--- src/rtl/wisc_pkg.sv ---
`default_nettype none
// ============================================================================
//  Module      : wisc_pkg
//  Description : Shared opcode encoding, flag/entry types, buffer count
//                encoding and the per-opcode flag update mask.
//  Revision    : 1.0 - initial release
// ============================================================================
package wisc_pkg;

  localparam int DW_DEF = 16;
  localparam int RW_DEF = 4;

  typedef enum logic [3:0] {
    OP_ADD    = 4'b0000,
    OP_SUB    = 4'b0001,
    OP_XOR    = 4'b0010,
    OP_RED    = 4'b0011,
    OP_SLL    = 4'b0100,
    OP_SRA    = 4'b0101,
    OP_ROR    = 4'b0110,
    OP_PADDSB = 4'b0111,
    OP_LW     = 4'b1000,
    OP_SW     = 4'b1001,
    OP_LHB    = 4'b1010,
    OP_LLB    = 4'b1011,
    OP_B      = 4'b1100,
    OP_BR     = 4'b1101,
    OP_PCS    = 4'b1110,
    OP_HLT    = 4'b1111
  } opcode_e;

  // Packed MSB-first so that a flags_t reads as {Z,V,N}
  typedef struct packed {
    logic z;
    logic v;
    logic n;
  } flags_t;

  typedef struct packed {
    logic [DW_DEF-1:0] result;
    logic [RW_DEF-1:0] dst;
    logic              wr_en;
    opcode_e           opcode;
  } ex_entry_t;

  // Occupancy encoding of the 2-entry result buffer
  localparam logic [1:0] CNT_EMPTY = 2'd0;
  localparam logic [1:0] CNT_ONE   = 2'd1;
  localparam logic [1:0] CNT_FULL  = 2'd2;

  // Which of Z/V/N an opcode is allowed to update when it enters the buffer
  function automatic flags_t flag_mask(input opcode_e op);
    flags_t m;
    m = '0;
    case (op)
      OP_ADD, OP_SUB:                 m = 3'b111;
      OP_XOR, OP_SLL, OP_SRA, OP_ROR: m.z = 1'b1;
      default:                        m = '0;
    endcase
    return m;
  endfunction

endpackage
`default_nettype wire

--- src/rtl/ex_skid_buf.sv ---
`default_nettype none
// ============================================================================
//  Module      : ex_skid_buf
//  Description : 2-entry in-order FIFO with count FSM. Slot 0 is always the
//                head; slot 1 holds the younger entry when full. push/pop are
//                expected pre-qualified (no push while full, no pop while
//                empty). flush empties the buffer and overrides push/pop.
//  Revision    : 1.0 - initial release
// ============================================================================
module ex_skid_buf
  import wisc_pkg::*;
#(
  parameter type entry_t = wisc_pkg::ex_entry_t
) (
  input  logic   clk,
  input  logic   rst_n,
  input  logic   push_i,
  input  logic   pop_i,
  input  logic   flush_i,
  input  entry_t wdata_i,
  output entry_t rdata_o,
  output logic   empty_o,
  output logic   full_o
);

  logic [1:0] cnt_q;
  logic [1:0] cnt_d;
  entry_t     slot0_q;
  entry_t     slot1_q;

  // Count state register
  always_ff @(posedge clk or negedge rst_n) begin
    if (!rst_n) begin
      cnt_q <= CNT_EMPTY;
    end else begin
      cnt_q <= cnt_d;
    end
  end

  // Count next-state: flush wins over any push/pop in the same cycle
  always_comb begin
    cnt_d = cnt_q;
    if (flush_i) begin
      cnt_d = CNT_EMPTY;
    end else begin
      case (cnt_q)
        CNT_EMPTY: if (push_i) cnt_d = CNT_ONE;
        CNT_ONE: begin
          if (push_i && !pop_i) begin
            cnt_d = CNT_FULL;
          end else if (pop_i && !push_i) begin
            cnt_d = CNT_EMPTY;
          end
        end
        CNT_FULL:  if (pop_i) cnt_d = CNT_ONE;
        default:   cnt_d = CNT_EMPTY;
      endcase
    end
  end

  // Status outputs decoded from the registered count only
  always_comb begin
    empty_o = (cnt_q == CNT_EMPTY);
    full_o  = (cnt_q == CNT_FULL);
  end

  // Entry storage: keep the head in slot 0, shifting slot 1 up on pop
  always_ff @(posedge clk or negedge rst_n) begin
    if (!rst_n) begin
      slot0_q <= entry_t'('0);
      slot1_q <= entry_t'('0);
    end else if (!flush_i) begin
      case (cnt_q)
        CNT_EMPTY: begin
          if (push_i) slot0_q <= wdata_i;
        end
        CNT_ONE: begin
          if (push_i && pop_i) begin
            slot0_q <= wdata_i;
          end else if (push_i) begin
            slot1_q <= wdata_i;
          end
        end
        CNT_FULL: begin
          if (pop_i) slot0_q <= slot1_q;
        end
        default: ;
      endcase
    end
  end

  assign rdata_o = slot0_q;

endmodule
`default_nettype wire

--- src/rtl/ex_flag_stage.sv ---
`default_nettype none
// ============================================================================
//  Module      : ex_flag_stage
//  Description : Execute-stage output block. Buffers ALU results for the
//                memory stage, maintains the Z/V/N flag register and tracks
//                HLT so the pipeline drains before halting.
//  Revision    : 1.0 - initial release
// ============================================================================
module ex_flag_stage
  import wisc_pkg::*;
#(
  parameter int DW = 16,
  parameter int RW = 4
) (
  input  logic          clk,
  input  logic          rst_n,
  input  logic          in_valid,
  output logic          in_ready,
  input  logic [3:0]    in_opcode,
  input  logic [DW-1:0] in_sum,
  input  logic          in_ovfl,
  input  logic [RW-1:0] in_dst,
  input  logic          in_wr_en,
  input  logic          flush,
  output logic          out_valid,
  input  logic          out_ready,
  output logic [DW-1:0] out_result,
  output logic [RW-1:0] out_dst,
  output logic          out_wr_en,
  output logic [3:0]    out_opcode,
  output logic [2:0]    flags,
  output logic          halted
);

  typedef struct packed {
    logic [DW-1:0] result;
    logic [RW-1:0] dst;
    logic          wr_en;
    opcode_e       opcode;
  } entry_t;

  opcode_e in_op;
  entry_t  wr_entry;
  entry_t  head;
  logic    buf_empty;
  logic    buf_full;
  logic    push;
  logic    pop;
  flags_t  flags_q;
  flags_t  flags_d;
  flags_t  upd_mask;
  logic    hlt_pending_q;
  logic    hlt_pending_d;
  logic    halted_q;
  logic    halted_d;

  assign in_op = opcode_e'(in_opcode);

  // in_ready depends on registered state only, never on same-cycle inputs
  assign in_ready  = ~buf_full & ~hlt_pending_q & ~halted_q;
  assign out_valid = ~buf_empty;
  assign push      = in_valid & in_ready & ~flush;
  assign pop       = out_valid & out_ready & ~flush;

  assign wr_entry.result = in_sum;
  assign wr_entry.dst    = in_dst;
  assign wr_entry.wr_en  = in_wr_en;
  assign wr_entry.opcode = in_op;

  ex_skid_buf #(
    .entry_t (entry_t)
  ) u_buf (
    .clk     (clk),
    .rst_n   (rst_n),
    .push_i  (push),
    .pop_i   (pop),
    .flush_i (flush),
    .wdata_i (wr_entry),
    .rdata_o (head),
    .empty_o (buf_empty),
    .full_o  (buf_full)
  );

  // Head data; write enable is masked so an empty buffer never requests a write
  assign out_result = head.result;
  assign out_dst    = head.dst;
  assign out_opcode = head.opcode;
  assign out_wr_en  = out_valid & head.wr_en;

  assign flags  = flags_q;
  assign halted = halted_q;

  // Flag next-state: only accepted instructions update, gated per opcode
  always_comb begin
    flags_d  = flags_q;
    upd_mask = flag_mask(in_op);
    if (push) begin
      if (upd_mask.z) flags_d.z = (in_sum == '0);
      if (upd_mask.v) flags_d.v = in_ovfl;
      if (upd_mask.n) flags_d.n = in_sum[DW-1];
    end
  end

  // HLT tracking: pending from HLT push to HLT pop, then halted sticks
  always_comb begin
    hlt_pending_d = hlt_pending_q;
    halted_d      = halted_q;
    if (flush) begin
      hlt_pending_d = 1'b0;
    end else begin
      if (pop && (head.opcode == OP_HLT)) begin
        hlt_pending_d = 1'b0;
        halted_d      = 1'b1;
      end
      if (push && (in_op == OP_HLT)) begin
        hlt_pending_d = 1'b1;
      end
    end
  end

  // Flag and HLT state registers
  always_ff @(posedge clk or negedge rst_n) begin
    if (!rst_n) begin
      flags_q       <= '0;
      hlt_pending_q <= 1'b0;
      halted_q      <= 1'b0;
    end else begin
      flags_q       <= flags_d;
      hlt_pending_q <= hlt_pending_d;
      halted_q      <= halted_d;
    end
  end

endmodule
`default_nettype wire

--- config.mk ---
export PLATFORM = sky130hd
export DESIGN_NAME = ex_flag_stage
export DESIGN_NICKNAME = d
export VERILOG_FILES = /design/src/rtl/wisc_pkg.sv /design/src/rtl/ex_skid_buf.sv /design/src/rtl/ex_flag_stage.sv
export SDC_FILE = /design/constraint.sdc
export NUM_CORES = 1
export LEC_CHECK = 0
export ABC_AREA = 1
export CORE_UTILIZATION = 50
export CTS_CLUSTER_DIAMETER = 40
export DETAILED_ROUTE_END_ITERATION = 7
export PLACE_DENSITY_LB_ADDON = 0.12
export SLEW_MARGIN = 10
export SYNTH_ARGS = -nofsm -noshare
export SYNTH_HDL_FRONTEND = slang
export SYNTH_SLANG_ARGS = --single-unit
--- constraint.sdc ---
create_clock -name clk -period 1.9 [get_ports clk]
set_clock_uncertainty 0.05 [all_clocks]
set_input_delay 0.19 -clock clk [delete_from_list [all_inputs] [get_ports clk]]
set_output_delay 0.19 -clock clk [all_outputs]
set_load 0.02 [all_outputs]
======== After elaboration in Yosys (flattened, before gate mapping) ========
Cells that the tools add are included.
word-level totals
  flip-flop bits (word level) ............. 57
  word-level logic and storage cells ...... 78
  output and inout port bits .............. 31
cells by class
  bitwise gates (word level) .............. 13
  multiplexer cells ....................... 15
  reduce and logical (&&, ||, !) cells .... 21
  equality and inequality tests ........... 15
operators by type and width
  kind                                                    count
  two-way mux 25 bit                                      3
  case mux 25 bit (3 select lines)                        1
  logical NOT 16 bit                                      1
  equality test 4 x 3 -> 1 bit (second input constant)    3
  two-way mux 2 bit                                       6
  equality test 4 bit (second input constant)             2
  AND reduction 2 bit                                     4
  bitwise AND 1 bit                                       7
  inequality test 2 x 1 -> 1 bit (second input constant)  3
  inequality test 3 x 2 -> 1 bit (second input constant)  2
  inverter 1 bit                                          6
  case mux 2 bit (3 select lines)                         1
  nonzero test 3 bit                                      2
  OR reduction 6 bit                                      1
  logical AND 1 bit                                       5
  AND reduction 5 bit                                     1
  equality test 4 x 1 -> 1 bit (second input constant)    1
  equality test 4 x 2 -> 1 bit (second input constant)    1
  logical NOT 4 bit                                       1
  two-way mux 1 bit                                       4
  inequality test 4 x 2 -> 1 bit (second input constant)  1
  AND reduction 4 bit                                     1
  AND reduction 3 bit                                     1
  equality test 2 x 1 -> 1 bit (second input constant)    1
  4 further kinds                                         5

======== Depth between registers and ports, before layout ========
  word-level depth ........................ 12
  depth in mapped cells ................... 10

======== By module ========
Synthesis repeated with hierarchy kept, for this count alone.
second synthesis, totals
  cells, all modules ...................... 377
  area, all modules ....................... 2977.9 sq um
by module, submodules not included
  module         times used  cells an instance  area each (sq um)  sequential area each (sq um)
  ex_skid_buf    1           320                2623.8             1301.2
  ex_flag_stage  1           57                 354.1              125.1

======== Worst setup path before layout ========
OpenSTA, ideal clock, no wires.
  kind .................................... reg2reg
  start point ............................. register halted_q (netlist: halted)
  end point ............................... register u_buf.slot1_q[0] (netlist name)
  stages on the path, launching flop included .. 9
  arrival time ............................ 1.459 ns
  setup slack ............................. 0.261 ns
  cells stage by stage .................... dfrtp_1 > nor2_1 > nand2_1 > nor2_2 > ha_1 > nand3_1 > buf_2 > nand2_1 > o21ai_0
between the ends
  longest elaborated chain between the ends .. 7
ends and longest elaborated chain
  what                              line                  RTL
  start, declared                   ex_flag_stage.sv:54   logic halted_q;
  start signal, assigned            ex_flag_stage.sv:130  halted_q <= halted_d;
  inverter 1 bit *                  ex_flag_stage.sv:60   assign in_ready = ~buf_full & ~hlt_pending_q & ~halted_q;
  bitwise AND 1 bit *               ex_flag_stage.sv:60
  bitwise AND 1 bit * (2 in a row)  ex_flag_stage.sv:62   assign push = in_valid & in_ready & ~flush;
  logical AND 1 bit                 ex_skid_buf.sv:78     if (push_i && pop_i) begin
  inverter 1 bit (no line)          n/a
  AND reduction 4 bit (no line) *   n/a
  end signal, assigned              ex_skid_buf.sv:71     slot1_q <= entry_t'('0);
  end signal, assigned              ex_skid_buf.sv:81     slot1_q <= wdata_i;
  end, declared                     ex_skid_buf.sv:29     entry_t slot1_q;
Mark *: on every way between the ends. The rest lies on a longest branch, timed or not.
A chain may end at the register's enable or synchronous reset.

======== Worst setup path after layout ========
  start point ............................. register u_buf.cnt_q[1]
  end point ............................... output out_valid
between the ends
  longest elaborated chain between the ends .. 2
ends and longest elaborated chain
  what                    line                 RTL
  start, declared         ex_skid_buf.sv:26    logic [1:0] cnt_q;
  start signal, assigned  ex_skid_buf.sv:36    cnt_q <= cnt_d;
  logical NOT 2 bit       ex_skid_buf.sv:63    empty_o = (cnt_q == CNT_EMPTY);
  inverter 1 bit          ex_flag_stage.sv:61  assign out_valid = ~buf_empty;
  end, declared           ex_flag_stage.sv:25  output logic out_valid,
Every way passes these cells.

==> key figures <==
Logic synthesis
  – Syn Inst Count: roughly 370
  – Yosys cell types: 21
  – Syn Std Cell Area: 2865 sq um
  – Post-synthesis sequential area ratio: 0.4978
  – Yosys Warn Count: 0
  – Syn avg cell area: roughly 7.8 sq um
  – Synthesized flop and latch total: 57
  – Post-Syn Nets: 397

Die
  – Starting Density: 0.5203
  – Total I/O pin count: between 60 and 70
  – DIE WIDTH: a little under 80 microns
  – Die Footprint: 6037 sq um
  – Die height: 77.70 microns
  – Core area: around 5500 sq um
  – Rows: 27

Cells and area
  – NumNets Final: approximately 440
  – Area added between synthesis and finish: 28.03%
  – Multi-input logic area: 1025 sq um
  – Share of layout cells above drive strength 1: 0.08633
  – Fillers: about 470
  – Post-route cell area: about 3700 sq um
  – # diodes: 0
  – Post-layout util: 0.6662
  – Register area: approximately 1400 sq um

Routing
  – DR pass1 iterations: 4
  – Wire per inst: approximately 12 microns
  – Total Wirelength: roughly 6000 microns
  – Vias/cell: 4.834
  – DRT iter0 DRCs: 136
  – Post-route DRC: 0
  – Vias: around 2,400
  – Final ANT Viol Nets: 0

Flow run
  – Max_cap viols: 0

Placed design
  – Dpl cell area: about 3400 sq um
  – Post-DP HPWL: between 4000 and 5000 microns
  – Routability congestion estimate: 0.8447
  – Port Buffer Count: 61

Power and ir drop
  – Final Power: a little over 3000 uW
  – Power Dens Cells: around 830 nW/um^2
  – Static leakage: 0.001911 uW
  – Peak supply drop: around 0.5 mV

Clock tree
  – Root buf cell: clkbuf_8
  – CTS Buf Count: 9
  – CTS clk-pin slew, worst paths: 0.07 ns
  – Clk sinks: 57
  – H-tree depth: 3
  – CTS tree: built
  – Clock Path Buffers: 2
  – Post-CTS Setup Bufs: 0
  – Worst-Skew Late Latency: 0.33 ns

Timing
  – Slew Limit Fails: 0
  – Fmax: approximately 0.55 GHz
  – RSZ-0062 raised after global routing: no
  – Final setup TNS: 0 ns
  – Worst slew pin tran: roughly 0.46 ns
  – Fin crit period: around 1.8 ns
  – Final Cycle Share: 0.9589
  – Slew margin rel.: 0.6947
  – Final setup fails: 0
  – Hold Fails Final Rpt: 0

Setup path
  – Worst Setup End Kind: output port
  – End of the worst register-to-register path: u_buf.slot1_q[20]
  – Req. time, crit path: between 1.5 and 2 ns
  – Slowest CP cell: clkdlybuf4s50_1
  – Worst reg2reg setup slack: roughly 0.27 ns
  – Crit Path Class: flop to output port
  – Critical path peak fanout: 5
  – Crit-path cells: nor2_2 > inv_2 > clkdlybuf4s50_1
  – Critical path's largest stage delay: around 0.54 ns
  – Startpoint Class: flop
  – Reg-to-Reg Start: u_buf.cnt_q[1]
  – Worst reg-to-reg path cell count: 7
  – Crit path arrival time: roughly 1.6 ns

Global route
  – Via count of the first global-routing pass: roughly 2,300
  – First-pass GRT wire length: about 10,000 microns
  – M1 GR Usage: 0.3045
  – Global-route usage over all layers: 0.2196
  – Largest net degree at the start of global routing: 43
  – Grt met3 use: 0.03882
  – Met2 Use GR: 0.3345
  – Gr ovfl total: 0
  – Initial antenna violation count: 0
  – Layer with the highest usage: met2

Outcome
  – Run status: finished, final reports clean

Hold path
  – Hold crit path type: input pin to async pin
stage by stage:
step / setup WS [ns] / hold slack (ns) / std cells
global placement: 0.09670 / 0.1142 / 472
CTS: 0.06887 / 0.2916 / 489
detailed placement: 0.06786 / 0.1160 / 472
global route: 0.03167 / 0.3230 / 489
finish: 0.07816 / 0.2898 / 489
floorplan: 0.2612 / -0.1556 / 365
cells in the mapped netlist:
| library cell | instances | area share |
|---|---|---|
| nor2_2 | 2 | 0.0044 |
| a21oi_1 | 21 | 0.037 |
| o21ai_0 | 32 | 0.056 |
| nand2_1 | 93 | 0.12 |
| ha_1 | 1 | 0.0044 |
| dfrtp_1 | 57 | 0.50 |
| nand3_1 | 33 | 0.058 |
| buf_1 | 1 | 0.0013 |
| inv_1 | 38 | 0.050 |
| nand4_1 | 4 | 0.0087 |
| nand2_4 | 1 | 0.0039 |
| buf_4 | 26 | 0.068 |
| clkbuf_1 | 3 | 0.0039 |
| inv_2 | 1 | 0.0013 |
| buf_2 | 7 | 0.012 |
| nand2_2 | 2 | 0.0044 |
| a21oi_4 | 1 | 0.0057 |
| nor2_1 | 37 | 0.048 |
| nor3_1 | 2 | 0.0035 |
| buf_6 | 2 | 0.0079 |
| and3_1 | 1 | 0.0022 |
registers in the layout, indices dropped and copies added, names as in the netlist:
register / cells
flags: 3
halted: 1
hlt_pending_q: 1
u_buf.cnt_q: 2
u_buf.rdata_o: 25
u_buf.slot1_q: 25
worst max path at each step:
stage                        start                end  slack (ns)  depth (start not counted)
floorplan                   halted   u_buf.slot1_q[0]        0.26                          8
global placement         out_ready  u_buf.slot1_q[16]         0.1                          8
detailed placement       out_ready  u_buf.slot1_q[20]        0.07                          8
CTS                 u_buf.cnt_q[1]          out_valid        0.07                          3
global route        u_buf.cnt_q[1]          out_valid        0.03                          3
finish              u_buf.cnt_q[1]          out_valid        0.08                          3
logic make-up after synthesis:
family | Yosys count | synth area share
compound gates | 54 | 0.09825
fa+ha+maj | 1 | 0.004366
simple gates | 175 | 0.2550
flops | 57 | 0.4978
buf+inv | 78 | 0.1445
worst max-delay path, delay by kind of cell (launching register included):
family	cells	cell delay (ns)
buffers and inverters	2	0.62
flip-flops	1	0.44
AND/OR/NAND/NOR	1	0.19
where the power goes:
group	total (uW)	internal, uW	switching, uW
registers	1270	1250	22.0
clock network	1390	905	487
logic	385	178	207
area by class of cell:
| class | instances | area share |
|---|---|---|
| repair buffers | 75 | 0.2009 |
| multi-input cells | 230 | 0.2793 |
| clock buffers | 11 | 0.03854 |
| flip-flops and latches | 57 | 0.3888 |
| clock inverters | 5 | 0.02797 |
| inverters | 39 | 0.03990 |
| well taps | 72 | 0.02456 |
placed cells by master (no fill, tap or decap):
cell type        synthesis  layout
a21oi_1                 21      21
a21oi_4                  1       1
and3_1                   1       1
buf_12                   0       2
buf_2                    7       1
buf_4                   26      11
bufinv_16                0       3
clkbuf_1                 3       1
clkbuf_8                 0      10
clkdlybuf4s50_1          0      59
clkinv_2                 0       1
clkinvlp_4               0       1
dfrtp_1                 57      57
dlygate4sd2_1            0       1
dlygate4sd3_1            0       1
ha_1                     1       1
inv_1                   38      38
inv_2                    1       1
nand2_1                 93      93
nand2_2                  2       2
nand2_4                  1       1
nand3_1                 33      33
nand4_1                  4       4
nor2_1                  37      37
nor2_2                   2       2
nor3_1                   2       2
o21ai_0                 32      32
metal layers:
layer	vias to the layer above	wire length, microns
li1	1226	-
met1	1062	2855
met2	70	2659
met3	6	293
met4	0	63
met5	-	0
repair_timing:
item                                    CTS  global route
hold buffers                              1             0
endpoints found under the setup margin    1             0
gates resized for setup                   1             0
endpoints found under the hold margin    17             0
Power figures use the tool's default switching activity.
